`config.mk`:
```
export PLATFORM = sky130hd
export DESIGN_NAME = cv32e40p_instr_realigner
export DESIGN_NICKNAME = d
export VERILOG_FILES = /design/src/rtl/cv32e40p_instr_realigner.sv
export SDC_FILE = /design/constraint.sdc
export NUM_CORES = 1
export LEC_CHECK = 0
export CORE_AREA = 10 10 84 86
export DETAILED_ROUTE_END_ITERATION = 8
export DIE_AREA = 0 0 94 96
export DONT_BUFFER_PORTS = 1
export PLACE_DENSITY = 0.57
export SLEW_MARGIN = 15
export SYNTH_ARGS = -nofsm -noshare
export SYNTH_HDL_FRONTEND = slang
export SYNTH_SLANG_ARGS = --single-unit
```
`constraint.sdc`:
```
create_clock -name clk -period 2.25 [get_ports clk]
set_clock_uncertainty 0.15 [all_clocks]
set_input_delay 0 -clock clk [delete_from_list [all_inputs] [get_ports clk]]
set_output_delay 0 -clock clk [all_outputs]
set_load 0.02 [all_outputs]
```
`src/rtl/cv32e40p_instr_realigner.sv`:
```
// cv32e40p_instr_realigner
// Converts word-aligned 32-bit fetch words into one instruction per transfer.
// Realigns 32-bit instructions that straddle a word boundary and splits words
// that carry 16-bit RVC instructions. Tracks the PC of the presented instruction.
// Build option: define CV32E40P_RVC_EN to enable compressed-instruction support.
// Without it, every fetch word is treated as one 32-bit instruction.
module cv32e40p_instr_realigner #(
  parameter logic [31:0] RESET_PC = 32'h0000_0080
) (
  input  logic        clk,
  input  logic        rst,
  input  logic        fetch_valid_i,
  output logic        fetch_ready_o,
  input  logic [31:0] fetch_rdata_i,
  input  logic        branch_i,
  input  logic [31:0] branch_addr_i,
  output logic        instr_valid_o,
  input  logic        instr_ready_i,
  output logic [31:0] instr_aligned_o,
  output logic        instr_compressed_o,
  output logic [31:0] pc_o
);

`ifdef CV32E40P_RVC_EN

  typedef enum logic [1:0] {
    ALIGNED,
    MISALIGNED,
    BRANCH_MIS
  } state_e;

  state_e      state;
  state_e      state_nxt;
  logic [31:0] pc;
  logic [15:0] r;

  logic        valid;
  logic        rdy;
  logic        cmp;
  logic        adv;
  logic        r_ld;
  logic [31:0] instr;
  logic [31:0] pc_step;

  // Halfword-aligned targets only; bit 0 of the branch address carries nothing.
  logic        unused_addr_bit;
  assign unused_addr_bit = branch_addr_i[0];

  // Decode the instruction at pc from the residual halfword and the fetch word.
  // adv marks a cycle in which state/pc/r move: a transfer, or the discard pop
  // of a word whose upper half starts a 32-bit instruction after a branch.
  always_comb begin
    valid     = 1'b0;
    rdy       = 1'b0;
    cmp       = 1'b0;
    adv       = 1'b0;
    r_ld      = 1'b0;
    instr     = '0;
    pc_step   = 32'd4;
    state_nxt = state;
    case (state)
      ALIGNED: begin
        valid = fetch_valid_i;
        rdy   = fetch_valid_i & instr_ready_i;
        adv   = rdy;
        if (fetch_rdata_i[1:0] == 2'b11) begin
          instr = fetch_rdata_i;
        end else begin
          instr     = {16'h0000, fetch_rdata_i[15:0]};
          cmp       = 1'b1;
          pc_step   = 32'd2;
          r_ld      = 1'b1;
          state_nxt = MISALIGNED;
        end
      end
      MISALIGNED: begin
        if (r[1:0] != 2'b11) begin
          instr     = {16'h0000, r};
          cmp       = 1'b1;
          valid     = 1'b1;
          pc_step   = 32'd2;
          adv       = instr_ready_i;
          state_nxt = ALIGNED;
        end else begin
          instr = {fetch_rdata_i[15:0], r};
          valid = fetch_valid_i;
          rdy   = fetch_valid_i & instr_ready_i;
          adv   = rdy;
          r_ld  = 1'b1;
        end
      end
      BRANCH_MIS: begin
        if (fetch_rdata_i[17:16] != 2'b11) begin
          instr     = {16'h0000, fetch_rdata_i[31:16]};
          cmp       = 1'b1;
          valid     = fetch_valid_i;
          rdy       = fetch_valid_i & instr_ready_i;
          adv       = rdy;
          pc_step   = 32'd2;
          state_nxt = ALIGNED;
        end else begin
          // Lower half lies before the target: pop the word, keep the upper half.
          rdy       = fetch_valid_i;
          adv       = rdy;
          pc_step   = '0;
          r_ld      = 1'b1;
          state_nxt = MISALIGNED;
        end
      end
      default: begin
        state_nxt = ALIGNED;
      end
    endcase
    if (rst || branch_i) begin
      valid = 1'b0;
      rdy   = 1'b0;
      adv   = 1'b0;
    end
    if (!valid) begin
      instr = '0;
      cmp   = 1'b0;
    end
  end

  // State, pc and residual halfword; reset beats branch, branch beats transfer.
  always_ff @(posedge clk) begin
    if (rst) begin
      state <= ALIGNED;
      pc    <= RESET_PC;
      r     <= '0;
    end else if (branch_i) begin
      pc    <= {branch_addr_i[31:1], 1'b0};
      r     <= '0;
      state <= branch_addr_i[1] ? BRANCH_MIS : ALIGNED;
    end else if (adv) begin
      pc    <= pc + pc_step;
      state <= state_nxt;
      if (r_ld) begin
        r <= fetch_rdata_i[31:16];
      end
    end
  end

  // Drive the ports from the decode results.
  always_comb begin
    instr_valid_o      = valid;
    fetch_ready_o      = rdy;
    instr_aligned_o    = instr;
    instr_compressed_o = cmp;
    pc_o               = pc;
  end

`else

  logic [31:0] pc;
  logic        valid;

  // Word-aligned targets only in this build.
  logic [1:0]  unused_addr_bits;
  assign unused_addr_bits = branch_addr_i[1:0];

  // Every fetch word is one 32-bit instruction, passed straight through.
  always_comb begin
    valid              = fetch_valid_i & ~branch_i & ~rst;
    instr_valid_o      = valid;
    fetch_ready_o      = instr_ready_i & ~branch_i & ~rst;
    instr_aligned_o    = valid ? fetch_rdata_i : '0;
    instr_compressed_o = 1'b0;
    pc_o               = pc;
  end

  // Program counter: word steps, word-aligned branch targets.
  always_ff @(posedge clk) begin
    if (rst) begin
      pc <= RESET_PC;
    end else if (branch_i) begin
      pc <= {branch_addr_i[31:2], 2'b00};
    end else if (valid && instr_ready_i) begin
      pc <= pc + 32'd4;
    end
  end

`endif

endmodule

```
# Yosys cells after proc, flatten, opt, wreduce, memory -nomap -nowiden
# Cells that the tools add are included.
totals:
  register_bits: 32
  latchBits: 0
  ramBits: 0
  mem_bits_ro: 0
  input_bits: 69
  output_inout_bits: 67
  word_cells: 15
  n_memories: 0
op_classes:
  n_addsub: 1
  n_mul: 0
  n_div: 0
  magnitude_cmp: 0
  n_eq_ne: 0
  n_shift: 0
  muxes: 3
  bitwise_logic: 6
  reduce_logical: 3
op_table:
  columns: ["operator", "n"]
  rows:
  - ["2-to-1 mux 32 bit", 3]
  - ["adder 32 x 3 -> 32 bit (second input constant)", 1]
  - ["bitwise AND 1 bit", 4]
  - ["NOT 1 bit", 2]
  - ["nonzero test 2 bit", 1]
  - ["OR reduction 2 bit", 1]
  - ["logical AND 1 bit", 1]

# Longest topological paths before layout
# Gate-level depths: netlist (run 1).
logic_depth:
  word_depth: 6
  depth_mapped: 6
  mapped_depth_nobuf: 5

# Least setup slack after synthesis (run 1)
# Ideal clock, no wire load.
synth_timing:
  path_kind: "reg2reg"
  from: "register pc[2] (netlist: pc_o[2])"
  to: "register pc[24] (netlist: pc_o[24])"
  setup_time_ns: 0.112
  t_arrival_ns: 2.000
  required_ns: 1.988
  path_slack_ns: -0.013
  path_stages_with_launch: 6
  n_path_buf: 0
  period_less_slack_ns: 2.263
  path_cell_list: "dfxtp_1 > ha_1 > nand3_2 > or4_4 > or3_1 > a2111oi_1"
synth_via:
  elab_chain_cells: 3
synth_lines:
  columns: ["element", "line_no", "rtl"]
  rows:
  - ["start, declared", "155", "logic [31:0] pc;"]
  - ["start signal, assigned", "177", "pc <= {branch_addr_i[31:2], 2'b00};"]
  - ["start signal, assigned", "179", "pc <= pc + 32'd4;"]
  - ["adder 32 x 3 -> 32 bit", "179", null]
  - ["2-to-1 mux 32 bit", "178", "end else if (valid && instr_ready_i) begin"]
  - ["2-to-1 mux 32 bit", "176", "end else if (branch_i) begin"]
# Every way passes these cells. The select of a mux whose other input is x is not followed.
# A chain may end at the register's enable or synchronous reset.

# Worst setup path in the final report (run 1)
layout_timing:
  from: "register pc[2] (netlist: pc_o[2])"
  to: "register pc[8] (netlist: pc_o[8])"
# The elaborated chain is that of the path after synthesis.

==> results of run 1 <==
tightest hold or removal path: cells and delay by family:
family / cells / cell delay, ns
simple gates: 3 / 0.34
compound gates: 1 / 0.07
timing repair:
item                                    4_1_cts  5_1_grt
endpoints found under the setup margin        0        3
hold endpoints to repair                     30        0
buffers inserted                              0        2
gates resized for setup                       0        6
hold buffers                                 51        0
synth_stat cells (all sizes together):
| master | count |
|---|---|
| inv | 10 |
| nor3b | 1 |
| o211ai | 2 |
| clkbuf | 17 |
| nor4 | 10 |
| a2111oi | 6 |
| a22oi | 2 |
| ha | 1 |
| conb | 1 |
| nor2b | 2 |
| nor3 | 4 |
| nand3 | 14 |
| clkinv | 1 |
| and3 | 33 |
| and4 | 8 |
| dlymetal6s2s | 1 |
| nand2 | 17 |
| or3 | 8 |
| a311oi | 14 |
| and2 | 3 |
| xnor2 | 6 |
| or4 | 9 |
| a211oi | 10 |
| xor2 | 4 |
| a32oi | 1 |
| o31ai | 5 |
| a21oi | 1 |
| nand4 | 10 |
| nor2 | 23 |
| nor4b | 1 |
| o21ai | 5 |
| buf | 4 |
| a2111o | 1 |
| dfxtp | 30 |
per-stage QoR:
stage / std cells / TNS [ns] / worst slack (ns) / cell area (um2)
global placement: 348 / 0 / 0.1704 / 2298
global route: 408 / -0.006046 / -0.006046 / 2942
floorplan: 267 / 0 / 0.01911 / 2116
CTS: 406 / 0 / 0.05929 / 2895
detailed placement: 348 / 0 / 0.1510 / 2298
finish: 408 / 0 / 0.07963 / 2942
cell usage in the layout (no fill, tap or decap), types with 6 or more instances in the layout:
master / synthesis / final
nor4_1: 9 / 9
nand2_1: 17 / 17
dlygate4sd3_1: 0 / 49
inv_1: 10 / 10
and3_1: 33 / 33
or4_1: 6 / 6
dfxtp_1: 30 / 25
and4_1: 7 / 7
nand4_1: 9 / 9
a211oi_1: 10 / 10
xnor2_1: 6 / 6
nand3_1: 13 / 13
buf_4: 3 / 32
nor2_1: 23 / 23
a311oi_1: 14 / 12
worst paths after layout:
check | slack (ns) | endpoint | from | cells after the start
worst min register to register | 0.45 | pc_o[20] | pc_o[20] | 2
worst min-delay path | 0.03 | pc_o[20] | instr_ready_i | 4
worst max register to register | 0.08 | pc_o[8] | pc_o[2] | 5
worst max-delay path | 0.08 | pc_o[8] | pc_o[2] | 5
per-layer routing:
metal	vias to the layer above	share of wire, %	track usage (%)
met2	86	50	26.73
met3	9	8.4	6.615
met5	-	0	0
met4	0	1.3	5.063
li1	1163	-	-
met1	1152	40	20.49
power groups by stage:
stage	registers, mW	logic (mW)	clock network, mW
finish	0.613	0.360	0.429
global placement	0.622	0.261	0
floorplan	0.673	0.153	0
CTS	0.612	0.354	0.423
global route	0.618	0.391	0.456
detailed placement	0.623	0.263	0
kinds of logic after synthesis:
family / share of synthesized area (%)
AO/OA/AOI/OAI: 17.53
XOR/XNOR: 4.159
adder cells (fa/ha/maj): 0.5941
buffers and inverters: 8.615
flip-flops: 28.52
other: 0.1781
AND/OR/NAND/NOR: 40.40
cell type report:
class | instances | area share [%]
multi-input cells | 204 | 45.68
repair buffers | 84 | 26.63
flip-flops and latches | 30 | 20.63
well taps | 72 | 3.063
clock buffers | 7 | 2.595
inverters | 11 | 1.404
==> results.py, run 1 <==
metrics = {
    "sta": {
        "period_share_pct": 96.46,
        "fmax_mhz": 460.8,
        "relSlewSlack_pct": 54.92,
        "rsz0062_at_grt": "true",
        "finalHoldViolCount": 0,
        "finalMaxSlewViolations": 0,
        "worst_pin_slew_ns": 0.6740,
        "finalCriticalPeriod_ns": 2.170,
        "finalSetupViolations": 0,
        "hold_ws_ns": 0.02649,
    },
    "die": {
        "initial_utilization_pct": 38.96,
        "ios": 136,
        "row_count": 27,
        "fp.coreArea_um2": 5405,
        "dieArea_um2": 9024,
        "die_w_um": 94,
        "die_y_um": 96,
    },
    "setup_path": {
        "crit_path_end_kind": "flop",
        "worstSetupPathType": "reg -> reg",
        "cp_slowest_cell": "dlygate4sd3_1",
        "worstPathCellList": "ha_1 -> nand3_2 -> or3_2 -> a311oi_2 -> dlygate4sd3_1",
        "cp_slowest_stage_delay_ns": 0.59,
        "crit_required_ns": 2.33,
        "cp_top_family": "buffers and inverters",
        "crit_arrival_ns": 2.25,
        "crit_path_start_kind": "flop",
        "crit_buf_inv": 1,
        "cp_max_fo": 7,
    },
    "cells_and_area": {
        "antenna_cells": 0,
        "area_growth_pct": 39.69,
        "fillers": 525,
        "final_util_pct": 54.42,
        "nets": 406,
        "largest_register_ffs": 30,
        "multi_input_area_um2": 1344,
        "drive_above_1_share_pct": 16.67,
        "seq_area_um2": 606.8,
    },
    "route": {
        "postRouteAntennaNets": 0,
        "drc": 0,
        "first_pass_iters": 4,
        "first_iter_violations": 133,
        "vias": 2410,
        "wl_per_cell_um": 19.85,
        "wirelength_um": 8097,
        "vias_per_cell": 5.907,
    },
    "yosys": {
        "syn_area_per_cell_um2": 7.946,
        "yosysUniqueCellTypes": 45,
        "synth_top_cell_area_share_pct": 28.52,
        "synth_top_cell_by_area": "dfxtp_1",
        "synth-seq-cells": 30,
        "synthesis.instances": 265,
        "ys_top_cells_by_area": "dfxtp_1, and3_1, a311oi_1, nor2_1, a211oi_1",
        "yosys_warnings": 0,
        "ys_seq_area_share_pct": 28.52,
        "mappedNetlistArea_um2": 2106,
    },
    "power_and_ir_drop": {
        "power.switching_mw": 0.4596,
        "vdd_drop_max_mv": 0.3007,
        "powerDensity_nw_per_um2": 476.4,
        "p_int_mw": 0.9418,
        "netSwitchingFraction_pct": 32.79,
        "power_mw": 1.401,
        "seq_power_share_pct": 43.7,
        "p_clk_share_pct": 30.6,
        "share_comb_of_total_power_pct": 25.7,
        "p_leak_nw": 1.177,
    },
    "clock_tree": {
        "clock_latency_ns": 0.29,
        "cts_max_path_buffers": 2,
        "clkTransAtPathRegs_ns": 0.06,
        "htreeDepth": 2,
        "cts-root-buf": "clkbuf_8",
        "cts_tree": "done",
        "cts_inserted_buffers": 5,
        "cts_sinks": 30,
    },
    "place": {
        "port_buffers": 0,
        "gp_congestion": 0.7374,
        "dp_hpwl_um": 5800,
    },
    "global_route": {
        "grt.overflow.total": 0,
        "first_global_vias": 2368,
        "grt_antenna_before_repair": 0,
        "grt_max_degree": 40,
        "grt_usage_pct": 16.80,
        "grt_pass1_wl_um": 12280,
    },
    "job": {
        "maxCapViolations": 0,
    },
    "hold_path": {
        "hold_class": "in -> reg",
    },
    "outcome": {
        "status": "completed",
    },
}
No activity file was read; power rests on OpenSTA's default activity.
==> inputs of run 2 (changes only) <==
--- a/config.mk
+++ b/config.mk
@@ -9,7 +9,7 @@
 export DETAILED_ROUTE_END_ITERATION = 8
 export DIE_AREA = 0 0 94 96
 export DONT_BUFFER_PORTS = 1
-export PLACE_DENSITY = 0.57
+export PLACE_DENSITY = 0.55
 export SLEW_MARGIN = 15
 export SYNTH_ARGS = -nofsm -noshare
 export SYNTH_HDL_FRONTEND = slang
==> constraint.sdc (replaced) <==
create_clock -name clk -period 2.5 [get_ports clk]
set_clock_uncertainty 0.15 [all_clocks]
set_input_delay 0 -clock clk [delete_from_list [all_inputs] [get_ports clk]]
set_output_delay 0 -clock clk [all_outputs]
set_load 0.02 [all_outputs]
==> run 2 against run 1 <==
Clock power down 13%; core utilization down 4.3 points; clock-buffer cell count unchanged; via count is 6.7% lower; sequential power fell by 8.2%; worst setup slack improved by 0.13 ns; sequential cell count stayed put; total power fell by 13%.
==> results.py, run 2 (synthesized netlist as in run 1, its figures left out) <==
metrics = {
    "cells_and_area": {
        "final_common_cell": "dlygate4sd3_1",
        "finalNonFillerCells": 386,
        "largest_register_ffs": 30,
        "drive_above_1_share_pct": 13.06,
        "nets": 384,
        "final_util_pct": 50.09,
        "stdcell_area_um2": 2708,
        "antenna_cells": 0,
        "final_cell_mix": "dlygate4sd3_1, and3_1, dfxtp_1, buf_4, nor2_1",
        "area_growth_pct": 28.58,
    },
    "setup_path": {
        "cp_top_family": "buffers and inverters",
        "cp_slowest_cell": "dlygate4sd3_1",
        "crit_path_start_kind": "flop",
        "worstPathCellList": "ha_1 -> nand3_2 -> buf_4 -> nor4_2 -> buf_4 -> a2111o_1 -> o211ai_1 -> dlygate4sd3_1",
        "crit_required_ns": 2.52,
        "crit_path_end_kind": "flop",
        "cp_max_fo": 10,
        "crit_buf_inv": 3,
        "crit_arrival_ns": 2.31,
        "cp_slowest_stage_delay_ns": 0.56,
        "cpMostUsedCell": "buf_4",
        "worstSetupPathType": "reg -> reg",
    },
    "power_and_ir_drop": {
        "share_comb_of_total_power_pct": 22.8,
        "p_clk_share_pct": 30.9,
        "seq_power_share_pct": 46.3,
        "netSwitchingFraction_pct": 32.53,
        "power_mw": 1.215,
        "p_leak_nw": 1.039,
        "power.switching_mw": 0.3953,
        "vdd_drop_max_mv": 0.2630,
        "p_int_mw": 0.8199,
        "powerDensity_nw_per_um2": 448.8,
    },
    "die": {
        "ios": 136,
        "initial_utilization_pct": 38.96,
        "row_count": 27,
        "die_w_um": 94,
        "fp.coreArea_um2": 5405,
        "die_y_um": 96,
        "dieArea_um2": 9024,
    },
    "global_route": {
        "grt.overflow.total": 0,
        "grt_max_degree": 38,
        "grt_usage_pct": 15.41,
        "grt_antenna_before_repair": 0,
        "grt_pass1_wl_um": 11340,
        "first_global_vias": 2139,
    },
    "clock_tree": {
        "cts_inserted_buffers": 5,
        "post_cts_buffers": 0,
        "cts-resized-gates": 0,
        "clkTransAtPathRegs_ns": 0.07,
        "cts_tree": "done",
        "cts_max_path_buffers": 2,
        "htreeDepth": 2,
        "cts_sinks": 30,
        "cts_hold_buf": 37,
        "cts-root-buf": "clkbuf_8",
        "clock_latency_ns": 0.28,
    },
    "place": {
        "placed_cells": 342,
        "gp_congestion": 0.7598,
        "dpl_cell_area_um2": 2251,
        "pre_cts_slack_ns": 0.3281,
        "dp_hpwl_um": 5676,
        "port_buffers": 0,
    },
    "route": {
        "wl_per_cell_um": 19.46,
        "wirelength_um": 7512,
        "first_iter_violations": 105,
        "drc": 0,
        "vias_per_cell": 5.826,
        "first_pass_iters": 4,
        "vias": 2249,
        "postRouteAntennaNets": 0,
    },
    "sta": {
        "finalSetupViolations": 0,
        "finalHoldViolCount": 0,
        "finalMaxSlewViolations": 0,
        "hold_ws_ns": 0.008525,
        "finalCriticalPeriod_ns": 2.289,
        "relSlewSlack_pct": 41.98,
        "worst_pin_slew_ns": 0.8675,
        "finalSetupTns_ns": 0,
        "fmax_mhz": 436.9,
        "setup_slack_ns": 0.2114,
        "period_share_pct": 91.55,
        "rsz0062_at_grt": "false",
    },
    "hold_path": {
        "hold_class": "in -> reg",
    },
    "job": {
        "maxCapViolations": 0,
    },
    "outcome": {
        "status": "completed",
    },
}
## run 2: cell types whose count changed in the layout (fill, tap and decap cells not counted)
cell,previous run,this run
dfxtp_1,25,30
dlymetal6s4s_1,1,0
buf_4,32,25
buf_12,2,1
a311oi_1,12,14
dlygate4sd3_1,49,36
a311oi_2,2,0
dfxtp_2,5,0
## run 2: power groups by stage
stage	sequential (mW)	clock, mW	combinational (mW)
floorplan	0.605	0	0.138
global placement	0.574	0	0.210
detailed placement	0.574	0	0.212
CTS	0.564	0.384	0.278
global route	0.569	0.408	0.303
finish	0.563	0.375	0.277
## run 2: final cells by class
| cell class | count | area [um2] |
|---|---|---|
| inverter | 11 | 41.29 |
| timing repair buffer | 62 | 568.0 |
| fill | 541 | 2698 |
| tap | 72 | 90.09 |
| sequential | 30 | 600.6 |
| multi-input combinational | 204 | 1331 |
| clock buffer | 7 | 76.32 |
## run 2: worst paths after layout
path                            depth (start not counted)        to          start  slack, ns
worst max register to register                          8  pc_o[22]        pc_o[2]       0.21
worst min register to register                          2  pc_o[25]       pc_o[25]       0.50
worst min-delay path                                    4  pc_o[29]  instr_ready_i      0.009
worst max-delay path                                    8  pc_o[22]        pc_o[2]       0.21
## run 2: tightest hold or removal path, delay by kind of cell
| kind | cells | cell delay, ns |
|---|---|---|
| AO/OA/AOI/OAI | 1 | 0.09 |
| AND/OR/NAND/NOR | 3 | 0.32 |
## run 2: layer usage
| metal | vias to the layer above | track usage, % | part of all wire (%) |
|---|---|---|---|
| met5 | - | 0 | 0 |
| met4 | 0 | 4.430 | 0.76 |
| met3 | 7 | 5.992 | 7.8 |
| met2 | 69 | 24.54 | 50 |
| met1 | 1058 | 18.89 | 41 |
| li1 | 1115 | - | - |
==> inputs of run 3 (changes only) <==
--- a/config.mk
+++ b/config.mk
@@ -9,7 +9,7 @@
 export DETAILED_ROUTE_END_ITERATION = 8
 export DIE_AREA = 0 0 94 96
 export DONT_BUFFER_PORTS = 1
-export PLACE_DENSITY = 0.55
+export SETUP_SLACK_MARGIN = 0.5
 export SLEW_MARGIN = 15
 export SYNTH_ARGS = -nofsm -noshare
 export SYNTH_HDL_FRONTEND = slang
==> run 3 against run 2 <==
The flow now finishes with violations (negative hold slack); sequential share of layout area is 0.89 points higher; worst setup slack improved by 0.20 ns; first-iteration DRC count grew 14%; critical path depth fell by 4; fmax up 9.4%; critical path type unchanged; highest routed layer unchanged.
==> results.py, run 3 (synthesized netlist as in run 1, its figures left out) <==
metrics = {
    "setup_path": {
        "r2r_start": "pc_o[6]",
        "reg2reg_depth": 4,
        "ff2ff_setup_slack_ns": 0.41,
        "r2r-end": "pc_o[24]",
        "worstSetupPathType": "reg -> reg",
        "cp_max_fo": 7,
        "crit_path_start_kind": "flop",
        "crit_path_end_kind": "flop",
        "crit_arrival_ns": 2.12,
        "crit_required_ns": 2.53,
    },
    "die": {
        "dieArea_um2": 9024,
        "fp.coreArea_um2": 5405,
        "ios": 136,
        "die_y_um": 96,
        "row_count": 27,
        "die_w_um": 94,
        "initial_utilization_pct": 38.96,
    },
    "route": {
        "first_pass_iters": 4,
        "wl_per_cell_um": 20.24,
        "postRouteAntennaNets": 0,
        "wirelength_um": 7813,
        "first_iter_violations": 120,
        "vias": 2310,
        "vias_per_cell": 5.984,
        "drc": 0,
    },
    "sta": {
        "fmax_mhz": 478.0,
        "relSlewSlack_pct": 35.32,
        "period_share_pct": 83.68,
        "finalSetupTns_ns": 0,
        "rsz0062_at_grt": "true",
        "finalHoldViolCount": 22,
        "finalSetupViolations": 0,
        "hold_ws_ns": -0.3398,
        "finalCriticalPeriod_ns": 2.092,
        "finalMaxSlewViolations": 0,
        "worst_pin_slew_ns": 0.9692,
    },
    "cells_and_area": {
        "final_common_cell": "dlygate4sd3_1",
        "area_growth_pct": 37.79,
        "antenna_cells": 0,
        "fillers": 523,
        "seq_area_um2": 669.4,
        "largest_register_ffs": 30,
        "drive_above_1_share_pct": 23.89,
        "stdcell_area_um2": 2902,
        "finalNonFillerCells": 386,
        "final_util_pct": 53.68,
        "nets": 383,
        "final_cell_mix": "dlygate4sd3_1, and3_1, nor2_1, buf_4, nand2_1",
        "multi_input_area_um2": 1458,
    },
    "clock_tree": {
        "cts_sinks": 30,
        "clkTransAtPathRegs_ns": 0.07,
        "cts-root-buf": "clkbuf_8",
        "cts_max_path_buffers": 2,
        "cts_inserted_buffers": 5,
        "clock_latency_ns": 0.28,
        "cts_tree": "done",
        "cts_hold_buf": 39,
        "htreeDepth": 2,
    },
    "power_and_ir_drop": {
        "powerDensity_nw_per_um2": 419.7,
        "p_leak_nw": 1.088,
        "vdd_drop_max_mv": 0.2736,
        "power_mw": 1.218,
    },
    "global_route": {
        "grt_antenna_before_repair": 0,
        "grt_usage_pct": 15.99,
        "grt_pass1_wl_um": 11710,
        "first_global_vias": 2177,
        "grt.overflow.total": 0,
        "grt_max_degree": 38,
    },
    "place": {
        "placed_cells": 325,
        "dpl_cell_area_um2": 2216,
        "gp_congestion": 0.7732,
        "dp_hpwl_um": 5469,
        "port_buffers": 0,
    },
    "hold_path": {
        "hold_class": "in -> reg",
        "hold_depth": 1,
        "min_delay_worst_endpoint": "pc_o[28]",
        "worstHoldStart": "branch_i",
    },
    "job": {
        "maxCapViolations": 0,
    },
    "outcome": {
        "violations": "negative hold slack",
        "status": "finished, violations left",
    },
}
run 3: cell types whose count changed in the layout (fill, tap and decap cells not counted), sizes merged:
cell          previous run  this run
buf                     26        22
clkbuf                   7         8
dlymetal6s4s             0         2
nand4                   10        11
run 3: cell type report:
class	count	share of cell area, %
repair buffers	60	19.40
multi-input cells	205	50.24
inverters	11	1.423
well taps	72	3.105
flip-flops and latches	30	23.07
clock buffers	8	2.760
run 3: what timing repair did:
action | in CTS | in global routing
gates cloned | 1 | 0
buffers inserted | 8 | 5
resized for setup | 7 | 20
setup endpoints to repair | 8 | 19
pin swaps | 8 | 7
hold endpoints to repair | 30 | 22
run 3: how the worst max path moves through the flow:
stage	start	endpoint	slack, ns	depth (start not counted)
global placement	pc_o[2]	pc_o[24]	0.33	5
finish	pc_o[6]	pc_o[24]	0.41	4
global route	pc_o[4]	pc_o[26]	0.34	5
CTS	pc_o[3]	pc_o[21]	0.42	4
floorplan	pc_o[2]	pc_o[24]	0.45	5
detailed placement	pc_o[2]	pc_o[24]	0.28	5
run 3: per-layer routing:
| layer | track usage (%) | up-vias | part of all wire, % |
|---|---|---|---|
| met1 | 19.35 | 1104 | 40 |
| met5 | 0 | - | 0 |
| met3 | 6.693 | 4 | 8.9 |
| li1 | - | 1122 | - |
| met4 | 3.671 | 0 | 0.40 |
| met2 | 25.86 | 80 | 50 |
run 3: through the flow:
stage               setup WS [ns]  hold slack, ns
floorplan                  0.4522        -0.02108
global placement           0.3279        -0.08246
detailed placement         0.2810        -0.07995
CTS                        0.4167         -0.3231
global route               0.3352         -0.3547
finish                     0.4079         -0.3398
run 3: where the power goes:
part           switching [mW]  total [mW]  internal [mW]
registers              0.0939       0.607          0.513
logic                   0.122       0.228          0.106
clock network           0.185       0.383          0.198
total                   0.401        1.22          0.817
run 3: critical path, cell delays in order (launching register included):
cell       delay, ns
dfxtp_4         0.44
nand4_4         0.15
or4_4           0.57
or3_4           0.39
a2111oi_4       0.29
